<file path="src/rtl/bcd_display_scan.sv">
// bcd_display_scan
//   Time-multiplexed 4-digit seven-segment driver for a packed-BCD value.
//   Loads are staged and only committed to the displayed value at a frame
//   boundary, so a frame never mixes digits from two different results.
//
// Parameters
//   SCAN_DIV  clock cycles per digit slot (>= 2)
//   DEAD      blanking cycles at the start of each slot (0 <= DEAD < SCAN_DIV)
//   BLANK_LZ  1: blank leading zeros on digits 3..1; 0: light all four digits
//
// Ports
//   clk         system clock, rising edge
//   rst_n       asynchronous active-low reset
//   bcd_in      four BCD digits, [3:0] units .. [15:12] thousands
//   load        capture strobe for bcd_in
//   seg_n       active-low segments {g,f,e,d,c,b,a}
//   an_n        active-low digit enables, bit k = digit k
//   err         displayed value holds a nibble > 9
//   frame_tick  one-cycle pulse on the first cycle of each frame

// Per-digit helper: seven-segment decode, leading-zero blank and bad-nibble flag.
module bcd_display_scan_digit #(
  parameter int K        = 0,
  parameter bit BLANK_LZ = 1'b1
) (
  input  logic [3:0] nib_i,
  input  logic       hi_zero_i,  // every digit above this one is zero
  output logic [6:0] seg_o,
  output logic       blank_o,
  output logic       bad_o
);
  // Digit 0 is always lit, so a zero value still shows "0".
  assign blank_o = BLANK_LZ && (K >= 1) && hi_zero_i && (nib_i == 4'd0);
  assign bad_o   = (nib_i > 4'd9);

  always_comb begin
    seg_o = 7'b0111111;  // dash for 10..15
    case (nib_i)
      4'd0: seg_o = 7'b1000000;
      4'd1: seg_o = 7'b1111001;
      4'd2: seg_o = 7'b0100100;
      4'd3: seg_o = 7'b0110000;
      4'd4: seg_o = 7'b0011001;
      4'd5: seg_o = 7'b0010010;
      4'd6: seg_o = 7'b0000010;
      4'd7: seg_o = 7'b1111000;
      4'd8: seg_o = 7'b0000000;
      4'd9: seg_o = 7'b0010000;
      default: seg_o = 7'b0111111;
    endcase
  end
endmodule

module bcd_display_scan #(
  parameter int SCAN_DIV = 1000,
  parameter int DEAD     = 2,
  parameter bit BLANK_LZ = 1'b1
) (
  input  logic        clk,
  input  logic        rst_n,
  input  logic [15:0] bcd_in,
  input  logic        load,
  output logic [6:0]  seg_n,
  output logic [3:0]  an_n,
  output logic        err,
  output logic        frame_tick
);
  localparam int            CW      = $clog2(SCAN_DIV);
  localparam logic [CW-1:0] CNT_MAX = CW'(SCAN_DIV - 1);

  logic [CW-1:0]   cnt_q, cnt_d;
  logic [1:0]      idx_q, idx_d;
  logic [15:0]     pend_reg_q, pend_reg_d;
  logic            pend_q, pend_d;
  logic [15:0]     disp_q, disp_d;
  logic            err_q, err_d;
  logic            tick_q;
  logic [6:0]      seg_n_q, seg_n_d;
  logic [3:0]      an_n_q, an_n_d;

  logic            slot_end, boundary, commit, in_dead;
  logic [3:0]      blank, bad;
  logic [3:0][6:0] dig_seg;

  // Scan counters, load staging and frame-boundary commit.
  always_comb begin
    slot_end   = (cnt_q == CNT_MAX);
    boundary   = slot_end && (idx_q == 2'd3);
    cnt_d      = slot_end ? '0 : cnt_q + CW'(1);
    idx_d      = slot_end ? idx_q + 2'd1 : idx_q;

    pend_reg_d = pend_reg_q;
    pend_d     = pend_q;
    disp_d     = disp_q;
    commit     = 1'b0;
    if (boundary) begin
      pend_d = 1'b0;
      // A load on the boundary edge itself goes straight to the display.
      if (load) begin
        disp_d = bcd_in;
        commit = 1'b1;
      end else if (pend_q) begin
        disp_d = pend_reg_q;
        commit = 1'b1;
      end
    end else if (load) begin
      pend_reg_d = bcd_in;
      pend_d     = 1'b1;
    end
  end

  // Digits decode the next display value so the registered outputs line up
  // with the post-edge cnt/idx, including a commit on the same edge.
  for (genvar k = 0; k < 4; k++) begin : g_dig
    logic hi_zero;
    if (k == 3) begin : g_top
      assign hi_zero = 1'b1;
    end else begin : g_low
      assign hi_zero = (disp_d[15:4*(k+1)] == '0);
    end
    bcd_display_scan_digit #(.K(k), .BLANK_LZ(BLANK_LZ)) u_digit (
      .nib_i     (disp_d[4*k +: 4]),
      .hi_zero_i (hi_zero),
      .seg_o     (dig_seg[k]),
      .blank_o   (blank[k]),
      .bad_o     (bad[k])
    );
  end

  if (DEAD == 0) begin : g_nodead
    assign in_dead = 1'b0;
  end else begin : g_dead
    assign in_dead = (cnt_d < CW'(DEAD));
  end

  always_comb begin
    err_d   = commit ? (|bad) : err_q;
    an_n_d  = 4'hF;
    seg_n_d = 7'h7F;
    if (!in_dead && !blank[idx_d]) begin
      an_n_d[idx_d] = 1'b0;
      seg_n_d       = dig_seg[idx_d];
    end
  end

  always_ff @(posedge clk or negedge rst_n) begin
    if (!rst_n) begin
      cnt_q      <= '0;
      idx_q      <= 2'd0;
      pend_reg_q <= 16'h0;
      pend_q     <= 1'b0;
      disp_q     <= 16'h0;
      err_q      <= 1'b0;
      tick_q     <= 1'b0;
      an_n_q     <= 4'hF;
      seg_n_q    <= 7'h7F;
    end else begin
      cnt_q      <= cnt_d;
      idx_q      <= idx_d;
      pend_reg_q <= pend_reg_d;
      pend_q     <= pend_d;
      disp_q     <= disp_d;
      err_q      <= err_d;
      tick_q     <= boundary;
      an_n_q     <= an_n_d;
      seg_n_q    <= seg_n_d;
    end
  end

  assign seg_n      = seg_n_q;
  assign an_n       = an_n_q;
  assign err        = err_q;
  assign frame_tick = tick_q;
endmodule

</file>
<file path="config.mk">
export PLATFORM = sky130hd
export DESIGN_NAME = bcd_display_scan
export DESIGN_NICKNAME = d
export VERILOG_FILES = /design/src/rtl/bcd_display_scan.sv
export SDC_FILE = /design/constraint.sdc
export NUM_CORES = 1
export LEC_CHECK = 0
export ABC_AREA = 1
export CORE_MARGIN = 1
export CORE_UTILIZATION = 45
export CTS_BUF_LIST = sky130_fd_sc_hd__clkbuf_4
export CTS_CLUSTER_DIAMETER = 30
export DETAILED_ROUTE_END_ITERATION = 6
export PLACE_DENSITY = 0.73
export SLEW_MARGIN = 20
export SYNTH_ARGS = -nofsm -noshare
export SYNTH_HDL_FRONTEND = slang
export SYNTH_SLANG_ARGS = --single-unit
</file>
<file path="constraint.sdc">
create_clock -name clk -period 2.25 [get_ports clk]
set_input_delay 0.5625 -clock clk [delete_from_list [all_inputs] [get_ports clk]]
set_output_delay 0.5625 -clock clk [all_outputs]
set_load 0.005 [all_outputs]
</file>
=== Word-level counts from Yosys, hierarchy flattened ===
Memory sizes are Yosys's and may differ from the RTL's.
Cells that the tools add are included.

* ROM bits: 448
* Memories: 4
* Output and inout port bits: 13
* Input bits: 19
* Register bits: 58
* Word-level logic and storage cells: 58

* Equality and inequality tests: 2
* Muxes and demuxes: 18
* Reductions and logical operators: 14
* $lt $le $gt $ge: 7
* Bitwise gates (word level): 2
* Add/sub/neg operators: 2

{| class="wikitable"
|+ Memories
! name !! words !! width !! read ports !! clocked after Yosys merged registers in !! write ports !! RTL line !! RTL
|-
| (name not given) || 16 || 7 || 1 || 0 || 0 || 38 || <nowiki>case (nib_i)</nowiki>
|-
| (name not given) || 16 || 7 || 1 || 0 || 0 || 38 ||
|-
| (name not given) || 16 || 7 || 1 || 0 || 0 || 38 ||
|-
| (name not given) || 16 || 7 || 1 || 0 || 0 || 38 ||
|}

{| class="wikitable"
|+ Operators by type and width
! kind !! count
|-
| $mux W16 || 3
|-
| $gt A4 B4 Y1 const B || 4
|-
| $bmux W7 S2 || 1
|-
| $mux W7 || 2
|-
| $logic_not A4 Y1 || 3
|-
| $add A10 B1 Y10 const B || 1
|-
| $eq A10 B10 Y1 const B || 1
|-
| $lt A10 B2 Y1 const B || 1
|-
| $mux W10 || 1
|-
| $logic_not A8 Y1 || 1
|-
| $mux W1 || 7
|-
| $logic_and A1 B1 Y1 || 5
|-
| $mux W4 || 1
|-
| $not A4 Y4 || 1
|-
| $reduce_or A4 Y1 || 1
|-
| $lt A2 B3 Y1 const B || 1
|-
| $add A2 B1 Y2 const B || 1
|-
| $bmux W1 S2 || 1
|-
| $demux W1 S2 || 1
|-
| $eq A2 B2 Y1 const B || 1
|-
| $ge A2 B1 Y1 const B || 1
|-
| $logic_not A1 Y1 || 2
|-
| $mux W2 || 1
|-
| $reduce_and A2 Y1 || 1
|-
| other kinds (2) || 2
|}

=== Longest topological paths before layout ===
* Depth in word-level cells: 10
* Depth in mapped cells: 18

=== By module ===
From an unflattened synthesis, not the netlist that was laid out.

* Cells, all modules: 510
* Area, all modules: 3937.5 um^2

{| class="wikitable"
|+ By module, submodules not included
! module !! cells an instance !! area each (um^2) !! instances !! sequential area each (um^2)
|-
| bcd_display_scan || 359 || 3067.9 || 1 || 1465.2
|-
| bcd_display_scan_digit (g_dig[1].u_digit ...) || 38 || 222.7 || 3 || 0.0
|-
| bcd_display_scan_digit (g_dig[0].u_digit) || 37 || 201.4 || 1 || 0.0
|}

=== Least setup slack after synthesis ===
Ideal clock, no wire load.

* Path kind: input-to-reg
* From: input port load
* To: register seg_n_q[3] (netlist: seg_n[3])
* Setup slack: 0.090 ns
* Arrival: 2.083 ns
* Library setup time: 0.077 ns
* Data required time: 2.173 ns
* Buffers on the path: 1
* Stages on the path: 15
* Cells stage by stage: buf_2 > nor2_1 > inv_1 > o22ai_1 > nand2_1 > nand2_1 > inv_1 > ha_1 > nand3b_1 > nand3_1 > nand2_1 > nand2_1 > nand2_1 > nor2_1 > nand2_1

* Word-level cells in the longest chain between the ends: 9
* Elaborated cells on any way between the ends: 19

{| class="wikitable"
|+ RTL lines
! element !! RTL line !! RTL
|-
| from (decl) || 62 || <nowiki>input logic load,</nowiki>
|-
| $mux W16 (*) || 99 || <nowiki>if (load) begin</nowiki>
|-
| $mux W16 (*) || 96 || <nowiki>if (boundary) begin</nowiki>
|-
| via disp_d[12] || 75 || <nowiki>logic [15:0] disp_q, disp_d;</nowiki>
|-
| branches (longest 6 deep; another with $mem_v2 Z16 W7) || -- ||
|-
| $mux W7 (*) || 140 || <nowiki>if (!in_dead && !blank[idx_d]) begin</nowiki>
|-
| via seg_n_d[3] || 78 || <nowiki>logic [6:0] seg_n_q, seg_n_d;</nowiki>
|-
| to (signal assigned) || 166 || <nowiki>seg_n_q <= seg_n_d;</nowiki>
|-
| to (decl) || 78 ||
|}

Mark *: on every way through the listed nets, which the timed path passes. The select of a mux whose other input is x is not followed.
A chain may end at the register's enable or synchronous reset.

=== Worst setup path in the final report ===
* From: register cnt_q[0]
* To: register seg_n_q[5] (netlist: seg_n[5])

* Word-level cells in the longest chain between the ends: 10
* Elaborated cells on any way between the ends: 25

{| class="wikitable"
|+ RTL lines
! element !! RTL line !! RTL
|-
| from (decl) || 71 || <nowiki>logic [CW-1:0] cnt_q, cnt_d;</nowiki>
|-
| from (signal assigned) || 158 || <nowiki>cnt_q <= cnt_d;</nowiki>
|-
| $eq A10 B10 Y1 (*) || 87 || <nowiki>slot_end = (cnt_q == CNT_MAX);</nowiki>
|-
| $logic_and A1 B1 Y1 (*) || 88 || <nowiki>boundary = slot_end && (idx_q == 2'd3);</nowiki>
|-
| via boundary || 81 || <nowiki>logic slot_end, boundary, commit, in_dead;</nowiki>
|-
| $mux W16 (*) || 96 ||
|-
| via disp_d[5] || 75 ||
|-
| branches (longest 6 deep; another with $mem_v2 Z16 W7) || -- ||
|-
| $mux W7 (*) || 140 ||
|-
| via seg_n_d[5] || 78 ||
|}

Marked as above.

==> reports/metrics.yaml <==
n_antenna_cell: 0
end_kind: "register"
drtAntennaViolNets: 0
grt_max_degree: 22
maxCapViolations: 0
finalHoldViolCount: 0
die_width_um: 95.9
grt_pass1_vias: 3871
synthMuxAreaShare_pct: 3.41
crit_slowest_cell: "dfrtp_1"
rows: 33
pre_cts_ws_ns: -0.615
yosysWarnings: 0
synthXorXnorAreaFrac_pct: 0
start_kind: "register"
antenna_found_initial: 0
grt_pass1_wl_mm: 17.4
mostFrequentLayoutCell: "nand2_1"
violations: "negative setup slack"
cts.path.max_buffers: 2
tightest_slew_ns: 0.492
dieArea_um2: 9200
max_stage_delay_ns: 0.43
power_density_nw_per_um2: 343
clock_latency_ns: 0.43
path_cells: "ha_4, nand2_4, nor2_4, buf_6, nand3_4, nor2_4, buf_6, nand2_4, nand2_4, inv_4, ha_4, nand3b_1, nand3_1, nand2_1, nand2_1, nand3_1, nor2_1, nand2_2"
netlist_instances: 532
stdcell_area_um2: 5560
avgRoutedWirePerCell_um: 15.0
regArea_um2: 1470
maxSlewViolCount: 0
skew_ns: 0.0179
grtUsageTotal_pct: 25.3
synthAdderAreaFrac_pct: 6.31
critPathRequiredTime_ns: 2.61
vias: 3987
final_core_utilization_pct: 66.3
total_power_w: 0.00191
htree_num_levels: 3
layout_min_cycle_time_ns: 2.37
dr.pass1.iters: 5
fp.dieH_um: 95.9
synth_cell_types: 33
start_util_pct: 47.3
synth-simple-area-share_pct: 40.0
timing.final.ws_setup_ns: -0.117
cts_hold_buf: 0
dp_hpwl_mm: 8.12
ys_ff_latch: 58
fin_nets: 690
ir_drop_uv: 271
grt_overflow: 0
synth_top_family_by_area: "simple AND/OR/NAND/NOR gates"
via_per_inst: 5.24
cts_sinks: 58
hold_class: "in -> async"
setup_viol: 12
synth_nets: 571
synth-compound-area-share_pct: 5.64
cts_tree: "built"
cp.arrival_ns: 2.72
numCtsBuffers: 9
cpMostUsedCell: "nand2_4"
syn_area_um2: 3970
fin_crit_sh_pct: 105
status: "complete, but fails checks"
p_leak_nw: 2.77
synth.avg_cell_area_um2: 7.46
drt_wl_total_mm: 11.4
drt-initial-drc-count: 239
cts-root-buf: "clkbuf_4"
layout_common_cells: "nand2_1 (170), buf_4 (76), inv_1 (53), dfrtp_1 (47), nand3_1 (37)"
fmax_ghz: 0.422
drive_gt1_share_pct: 37.0
port_buffers: 31
fin_tns_setup_ns: -0.617
maxSlewHeadroom_pct: 67.2
core_um2: 8380
syn_to_final_growth_pct: 40.1
gp_congestion: 0.917
clk_pin_slew_worst_paths_ns: 0.11
io_pins: 32
fillCellCount: 697
rsz0062_at_grt: "true"
cp_max_fo: 4
drc: 0
placedInstanceArea_um2: 4840
crit_type: "reg -> reg"
multiInputGateArea_um2: 2590
ys_seq_area_share_pct: 36.9
-- metrics by stage --
| step | hold WS, ns | instances |
|---|---|---|
| floorplan | 0.267 | 532 |
| global placement | 0.482 | 724 |
| detailed placement | 0.481 | 724 |
| CTS | 0.0672 | 746 |
| global route | 0.0940 | 761 |
| finish | 0.0721 | 761 |
-- per-layer routing --
metal  up-vias  global-route usage, %  part of all wire, %
met3        29                   5.77                  4.7
li1       1918                      -                    -
met5         -                      0                    0
met1      1922                   30.7                   43
met2       118                   42.7                   50
met4         0                   11.4                  2.1
-- worst paths after layout --
| kind | slack [ns] | cells past startpoint | to | from |
|---|---|---|---|---|
| min in group clk | 0.51 | 2 | pend_reg_q[0] | pend_reg_q[0] |
| worst min-delay path | 0.07 | 1 | pend_reg_q[11] | rst_n |
| worst min register to register | 0.51 | 2 | pend_reg_q[0] | pend_reg_q[0] |
| max in group asynchronous | 1.50 | 2 | cnt_q[9] | rst_n |
| worst max register to register | -0.12 | 18 | seg_n[5] | cnt_q[0] |
| worst max-delay path | -0.12 | 18 | seg_n[5] | cnt_q[0] |
-- synthesized netlist by cell type (all sizes together) --
library cell / count / share of area (%)
a21boi: 1 / 0.28
mux2: 12 / 3.4
buf: 8 / 1.3
dfrtp: 47 / 30
nand3: 56 / 8.5
o211ai: 3 / 0.57
o21ai: 19 / 2.9
o21bai: 1 / 0.19
o22ai: 5 / 0.79
ha: 20 / 6.3
a21oi: 6 / 0.76
nand4: 6 / 1.1
nand2: 221 / 23
inv: 67 / 6.3
a21o: 1 / 0.19
nor3: 3 / 0.50
nand3b: 6 / 1.1
dfstp: 11 / 7.3
clkinv: 1 / 0.095
nor2: 38 / 5.4
-- power by group --
part	switching (W)	leakage [nW]	total (W)	internal, W
Combinational	0.0000907	2.07	0.000175	0.0000843
Sequential	0.0000160	0.645	0.00109	0.00107
Clock	0.000418	0.0596	0.000647	0.000229
Total	0.000524	2.77	0.00191	0.00138
-- sequential cells by signal, summed over array words and instances (netlist names) --
name / flops
idx_q: 2
disp_q: 16
seg_n: 7
pend_q: 1
pend_reg_q: 16
err: 1
cnt_q: 10
frame_tick: 1
an_n: 4
-- timing repair --
| item | CTS | global route |
|---|---|---|
| cloned | 0 | 1 |
| gates resized for setup | 23 | 90 |
| endpoints found under the setup margin | 12 | 12 |
| pin swaps | 11 | 44 |
| buffers inserted | 6 | 14 |
-- cell type report --
cell class              count  share of cell area, %
multi-input cells         398                   46.7
repair buffers            115                   17.7
well taps                 105                   2.36
inverters                  68                   4.82
repair inverters            1                  0.158
clock buffers              10                   1.35
clock inverters             6                  0.608
flip-flops and latches     58                   26.4
-- critical path: cells and delay by family (launching register included) --
family,cells,cell delay [ns]
simple gates,13,1.21
flops,1,0.43
buf+inv,3,0.32
fa+ha+maj,2,0.31
-- cell families (layout without fill, tap and decap cells) --
| family | count (synthesis) | count (layout) |
|---|---|---|
| fa+ha+maj | 20 | 20 |
| mux | 12 | 12 |
| compound gates | 36 | 36 |
| simple gates | 330 | 330 |
| buf+inv | 76 | 200 |
| flops | 58 | 58 |
Note: power is estimated with default switching activity, not from simulation.
